File: src/rtl/pipe_hazard_ctl.sv
// Hazard/sequencing controller for the 5-stage pipeline: load-use stall, branch flush, memory freeze.
// Optional performance counters are built only when HAZ_PERF_CNT_EN is defined.
module pipe_hazard_ctl #(
  parameter int unsigned FLUSH_CYCLES = 2,
  parameter int unsigned MEM_TIMEOUT  = 64
) (
  input  logic        clk,
  input  logic        rst_n,
  input  logic        idex_memread,
  input  logic [4:0]  idex_rt,
  input  logic [4:0]  ifid_rs,
  input  logic [4:0]  ifid_rt,
  input  logic        ifid_uses_rt,
  input  logic        branch_taken,
  input  logic        mem_busy,
  output logic        pc_write,
  output logic        ifid_write,
  output logic        ifid_flush,
  output logic        idex_bubble,
  output logic        pipe_freeze,
  output logic [1:0]  state,
  output logic        mem_err,
  output logic [31:0] stall_cnt,
  output logic [31:0] flush_cnt
);

  typedef enum logic [1:0] {
    RUN     = 2'd0,
    LDUSE   = 2'd1,
    FLUSH   = 2'd2,
    MEMWAIT = 2'd3
  } state_t;

  state_t     cur_state, nxt_state;
  logic [3:0] flush_left, flush_left_nxt;
  logic [7:0] wait_cnt, wait_cnt_nxt;
  logic       err_set;
  logic       hz;

  assign hz = idex_memread && (idex_rt != 5'd0) &&
              ((idex_rt == ifid_rs) || (ifid_uses_rt && (idex_rt == ifid_rt)));

  assign state = cur_state;

  always_comb begin
    // NOTE: every signal written here gets a default first, so no path can infer a latch.
    pc_write       = 1'b1;
    ifid_write     = 1'b1;
    ifid_flush     = 1'b0;
    idex_bubble    = 1'b0;
    pipe_freeze    = 1'b0;
    nxt_state      = cur_state;
    flush_left_nxt = flush_left;
    wait_cnt_nxt   = wait_cnt;
    err_set        = 1'b0;

    unique case (cur_state)
      RUN, LDUSE: begin
        nxt_state = RUN;
        if (branch_taken) begin
          ifid_flush  = 1'b1;
          idex_bubble = 1'b1;
          if (FLUSH_CYCLES > 1) begin
            nxt_state      = FLUSH;
            flush_left_nxt = 4'(FLUSH_CYCLES - 1);
          end
        end else if (mem_busy) begin
          pc_write     = 1'b0;
          ifid_write   = 1'b0;
          pipe_freeze  = 1'b1;
          wait_cnt_nxt = 8'd1;
          nxt_state    = MEMWAIT;
        end else if (hz && (cur_state == RUN)) begin
          // The stalled instruction re-evaluates in LDUSE, where hz is masked.
          pc_write    = 1'b0;
          ifid_write  = 1'b0;
          idex_bubble = 1'b1;
          nxt_state   = LDUSE;
        end
      end
      FLUSH: begin
        if (mem_busy) begin
          pc_write    = 1'b0;
          ifid_write  = 1'b0;
          pipe_freeze = 1'b1;
        end else begin
          ifid_flush     = 1'b1;
          idex_bubble    = 1'b1;
          flush_left_nxt = flush_left - 4'd1;
          if (flush_left == 4'd1) nxt_state = RUN;
        end
      end
      MEMWAIT: begin
        if (mem_busy && (wait_cnt == 8'(MEM_TIMEOUT - 1))) begin
          err_set      = 1'b1;
          wait_cnt_nxt = 8'd0;
          nxt_state    = RUN;
        end else if (mem_busy) begin
          pc_write     = 1'b0;
          ifid_write   = 1'b0;
          pipe_freeze  = 1'b1;
          wait_cnt_nxt = wait_cnt + 8'd1;
        end else begin
          wait_cnt_nxt = 8'd0;
          nxt_state    = RUN;
        end
      end
      default: nxt_state = RUN;
    endcase

    if (!rst_n) begin
      pc_write    = 1'b0;
      ifid_write  = 1'b0;
      ifid_flush  = 1'b1;
      idex_bubble = 1'b1;
      pipe_freeze = 1'b0;
    end
  end

  always_ff @(posedge clk) begin
    // NOTE: sequential state uses non-blocking assignments so all flops update from pre-edge values.
    if (!rst_n) begin
      cur_state  <= RUN;
      flush_left <= 4'd0;
      wait_cnt   <= 8'd0;
      mem_err    <= 1'b0;
    end else begin
      cur_state  <= nxt_state;
      flush_left <= flush_left_nxt;
      wait_cnt   <= wait_cnt_nxt;
      if (err_set) mem_err <= 1'b1;
    end
  end

`ifdef HAZ_PERF_CNT_EN
  always_ff @(posedge clk) begin
    if (!rst_n) begin
      stall_cnt <= 32'd0;
      flush_cnt <= 32'd0;
    end else begin
      if (!pc_write) stall_cnt <= stall_cnt + 32'd1;
      if (branch_taken && ((cur_state == RUN) || (cur_state == LDUSE)))
        flush_cnt <= flush_cnt + 32'd1;
    end
  end
`else
  assign stall_cnt = 32'd0;
  assign flush_cnt = 32'd0;
`endif

endmodule

File: config.mk
export PLATFORM = sky130hd
export DESIGN_NAME = pipe_hazard_ctl
export DESIGN_NICKNAME = d
export VERILOG_FILES = /design/src/rtl/pipe_hazard_ctl.sv
export SDC_FILE = /design/constraint.sdc
export NUM_CORES = 1
export LEC_CHECK = 0
export CORE_MARGIN = 3
export CORE_UTILIZATION = 35
export CTS_BUF_LIST = sky130_fd_sc_hd__clkbuf_4 sky130_fd_sc_hd__clkbuf_8 sky130_fd_sc_hd__clkbuf_16
export DETAILED_ROUTE_END_ITERATION = 10
export PLACE_DENSITY = 0.87
export SLEW_MARGIN = 20
export SYNTH_ARGS = -nofsm -noshare
export SYNTH_HDL_FRONTEND = slang
export SYNTH_SLANG_ARGS = --single-unit
File: constraint.sdc
create_clock -name clk -period 1.9 [get_ports clk]
set_input_delay 0.285 -clock clk [delete_from_list [all_inputs] [get_ports clk]]
set_output_delay 0.285 -clock clk [all_outputs]
set_load 0.03 [all_outputs]
# Word-level counts from Yosys, hierarchy flattened
# Index checks and enable logic that the tools add are counted.
totals:
  reg_bits: 15
  in_bits: 21
  output_inout_bits: 72
  wordCells: 71
op_classes:
  n_addsub: 2
  n_eq_ne: 13
  muxes: 38
  reduce_logical: 14
op_table:
  columns: ["op", "count"]
  rows:
  - ["8-bit 2-to-1 mux", 4]
  - ["1-bit 2-to-1 mux", 19]
  - ["8-bit case mux with 2 select lines", 1]
  - ["2-bit 2-to-1 mux", 6]
  - ["5-bit == test", 2]
  - ["2-bit inequality test, second input constant", 5]
  - ["3-bit AND reduction", 3]
  - ["8-bit by 1-bit adder with 8-bit output, second input constant", 1]
  - ["8-bit by 6-bit == test with 1-bit output, second input constant", 1]
  - ["4-bit 2-to-1 mux", 2]
  - ["4-bit case mux with 2 select lines", 1]
  - ["1-bit case mux with 3 select lines", 2]
  - ["2-bit case mux with 3 select lines", 1]
  - ["1-bit logical AND", 5]
  - ["5-bit nonzero test", 1]
  - ["2-bit == test, second input constant", 2]
  - ["4-bit by 1-bit == test with 1-bit output, second input constant", 1]
  - ["1-bit case mux with 2 select lines", 2]
  - ["2-bit nonzero test", 2]
  - ["4-bit by 1-bit subtractor with 4-bit output, second input constant", 1]
  - ["3-bit inequality test, second input constant", 1]
  - ["2-bit by 1-bit == test with 1-bit output, second input constant", 1]
  - ["2-bit logical NOT", 1]
  - ["2-bit OR reduction", 1]
  - ["1-bit logical OR", 1]

# Logic depth before layout (Yosys ltp)
# Gate-level depths: netlist of the first run.
depth:
  ltp_word: 10
  mapped_depth: 6
  ltp_nobuf: 5

# Worst setup path before layout of the first run
# Ideal clock, no wire load.
synth_timing:
  kind: "register to output"
  start: "register cur_state[1], in the netlist state[1]"
  end: "output pc_write"
  arrival_time_ps: 2186
  required_ps: 1615
  path_slack_ps: -571
  path_stages_with_launch: 7
  cell_sequence: "dfxtp_1 > buf_6 > nand2_2 > o41ai_1 > o21ai_0 > a31oi_1 > buf_4"
synth_between:
  elab_chain_cells: 7
synth_rtl:
  columns: ["element", "line", "source"]
  rows:
  - ["from (decl)", "34", "state_t cur_state, nxt_state;"]
  - ["from (signal assigned)", "128", "cur_state <= nxt_state;"]
  - ["2-bit logical NOT", null, null]
  - ["1-bit logical AND", "73", "end else if (hz && (cur_state == RUN)) begin"]
  - ["1-bit 2-to-1 mux (3 in a row)", null, null]
  - ["1-bit case mux with 3 select lines (*)", null, null]
  - ["1-bit 2-to-1 mux (*)", null, null]
  - ["to (decl)", "16", "output logic pc_write,"]
# Every way passes the cells marked *; elsewhere a longest branch is shown, timed or not.

# Worst setup path in the final report of the first run
layout_timing:
  start: "register wait_cnt[7]"
  end: "output pc_write"
layout_between:
  elab_chain_cells: 5
layout_rtl:
  columns: ["element", "line", "source"]
  rows:
  - ["from (decl)", "36", "logic [7:0] wait_cnt, wait_cnt_nxt;"]
  - ["from (signal assigned)", "130", "wait_cnt <= wait_cnt_nxt;"]
  - ["8-bit by 6-bit == test with 1-bit output", "94", "if (mem_busy && (wait_cnt == 8'(MEM_TIMEOUT - 1))) begin"]
  - ["1-bit logical AND", "94", null]
  - ["1-bit 2-to-1 mux", "94", null]
  - ["1-bit case mux with 3 select lines", "57", "unique case (cur_state)"]
  - ["1-bit 2-to-1 mux", "111", "if (!rst_n) begin"]
# Every way passes these cells.

==> results.cfg, run 1 <==
[run_status]
outcome = finished with violations
violations = negative setup slack

[synth]
synth_fa_ha_area_share_pct = 2.55
yosys-top-cells-area = buf_4, dfxtp_1, xor2_1
avgSynthCellArea_um2 = 8.14
syn_inst = 181
ys_seq_area_share_pct = 20.4
synth_edf_count = 0
yosys.area_share.simple_pct = 15.1
synth.most_common_cell = buf_4
yosys.area.top_type_share_pct = 33.1
synth.distinct_cells = 42
ys.flop_type = dfxtp_1
ys_warn_count = 0
yosysTopAreaCell = buf_4
synth_common_cells = buf_4, nor2_1, dfxtp_1, xor2_1, xnor2_1
ys_ff_latch = 15
synth-xor-area-share_pct = 10.7
synth_compound_area_share_pct = 13.2
synth_top_family_by_area = buffers and inverters
synthArstFlopShare_pct = 0
synth_area_um2 = 1470
synthMuxAreaShare_pct = 0.679

[critical_path]
worstPathRequired_ns = 1.62
cp-endpoint = pc_write
worst_setup_path_start_kind = flip-flop
worst_ep_arrival_time_ns = 1.64
crit_start = wait_cnt[7]
critPathKind = flip-flop to output pin
reg2reg_depth = 4
cp_max_fo = 2
rr_startpoint = state[1]
r2r_end = wait_cnt[7]
regToRegSetupSlack_ns = 0.27
worst_setup_path_end_kind = output pin

[clocking]
cts_tree = yes
cts_hold_buf = 0
clock_path_buffers = 2
cts_sinks = 15
clkSlewWorstSetupHoldPaths_ns = 0.06
clock_latency_ns = 0.25
cts_max_level = 1
cts_made_buffers = 3
cts.root.buffer_cell = clkbuf_8

[global_routing]
grt_max_degree = 12
grt_pass1_wl_mm = 4.75
grt_usage_pct = 11.6
grt.overflow.total = 0
grt_pass1_vias = 1076
antenna_found_initial = 0

[power]
combPwrFrac_pct = 41.2
pwr-share-clk_pct = 25.8
swShare_pct = 39.8
irDropWorstVdd_mv = 0.336
power_density_nw_per_um2 = 559
net-switching-power_mw = 0.414
power.leakage_nw = 0.900
power_frac_seq_pct = 33.0
internal_power_mw = 0.627

[timing]
max_freq_mhz = 519
skew_ns = 0.00346
fin_hold_ws_ns = 0.497
setup_violations = 2
finalMaxSlewViolations = 0
min_period_over_period_pct = 101
tns_ns = -0.0532
layout_setup_ws_ns = -0.0278
rsz0062_at_grt = true
hold_viol = 0
period_needed_ns = 1.93

[route]
wirelength_mm = 3.25
drt_iter0_drc = 16
drc_errors = 0
drt_first_pass_iters = 4
vias = 1203
post_drt_wl_per_cell_um = 11.5
viasPerCell = 4.25
final_antenna_net_count = 0

[finish]
drive_gt1_share_pct = 28.9
n_fill_cell = 388
diodes = 0
finalNonFillerCells = 283
nets = 260
syn_to_final_growth_pct = 26.3
utilization_pct = 48.3

[place]
gp_congestion = 0.838
place_ws_ns = -0.364
io_buffers = 28
dp_cells = 269
dp_hpwl_mm = 2.35

[floorplan]
die_h_um = 70.9
die_w_um = 70.9
rows = 22
core_area_um2 = 3850
die_area_um2 = 5030
ios = 93
start_util_pct = 38.2

[min_path]
hp-class = flip-flop to flip-flop

[job]
maxCapViolations = 0
## layout by cell type (no fill, tap or decap), types with 2 or more instances in the layout
cell	synthesis	layout
conb_1	1	64
buf_4	65	28
nor2_1	18	18
xor2_1	10	10
xnor2_1	8	8
clkdlybuf4s50_1	0	8
inv_1	7	7
dfxtp_1	15	7
dlygate4sd2_1	0	7
dfxtp_2	0	7
nand2_1	6	5
a211oi_1	4	4
buf_6	3	4
a21oi_1	3	3
clkbuf_8	0	3
buf_2	0	3
dlymetal6s2s_1	0	3
nand3_1	3	2
o21ai_2	1	2
nor3_1	3	2
o21ai_0	3	2
ha_1	3	2
## cell families (layout without fill, tap and decap cells)
logic type,Yosys count,in the layout
other cells,1,64
mux,1,1
compound gates,24,24
flops,15,15
xor+xnor,18,18
simple gates,44,44
buf+inv,75,66
fa+ha+maj,3,3
## what timing repair did
| action | 4_1_cts | 5_1_grt |
|---|---|---|
| setup endpoints to repair | 5 | 5 |
| pin swaps | 13 | 11 |
| setup buffers | 9 | 3 |
| resized for setup | 41 | 10 |
## state kept, by name, summed over array words and instances (netlist names)
signal / flops
wait_cnt: 8
mem_err: 1
state: 2
flush_left: 4
## routing by layer
layer / track usage [%] / vias to the layer above / routed length (µm)
met5: 0 / - / 0
met4: 3.55 / 0 / 58
met3: 3.41 / 10 / 252
met2: 20.4 / 65 / 1680
met1: 13.4 / 549 / 1250
li1: - / 579 / -
## metrics by stage
step | power (mW) | instance area (µm²)
2_1_floorplan | 0.742 | 1740
3_3_place_gp | 0.739 | 1670
3_5_place_dp | 0.744 | 1670
4_1_cts | 1.04 | 1830
5_1_grt | 1.09 | 1860
6_report | 1.04 | 1860
## worst max-delay path: stages, from the launching register on
cell,delay (ns)
dfxtp_2,0.32
or2_4,0.26
o41ai_4,0.35
o21ai_2,0.11
a31oi_4,0.19
buf_6,0.16
## power groups by stage
stage                     clock (mW)  combinational (mW)  sequential (mW)
after CTS                      0.279               0.415            0.342
after floorplan                    0               0.393            0.348
final                          0.268               0.429            0.343
after global placement             0               0.391            0.348
after detailed placement           0               0.396            0.349
after global routing           0.296               0.454            0.344
## worst min-delay path by stage
stage	startpoint	to	depth (start not counted)
detailed placement	mem_err	mem_err	2
finish	mem_err	mem_err	2
CTS	mem_err	mem_err	2
floorplan	rst_n	state[1]	1
global route	mem_err	mem_err	2
global placement	mem_err	mem_err	2
## area by class of cell
cell class	count	area, µm²	area share, %
tap	48	60.1	3.23
clock buffer	4	48.8	2.62
inverter	7	26.3	1.41
sequential	15	313	16.8
timing repair buffer	55	465	25.0
multi-input combinational	154	948	50.9
Note: power is estimated with default switching activity, not from simulation.
==> run 2, diff against run 1 <==
CAP_MARGIN = 20   (was not set)
==> results of run 2 <==
The final DEF is identical to that of run 1; final timing and power are the same.
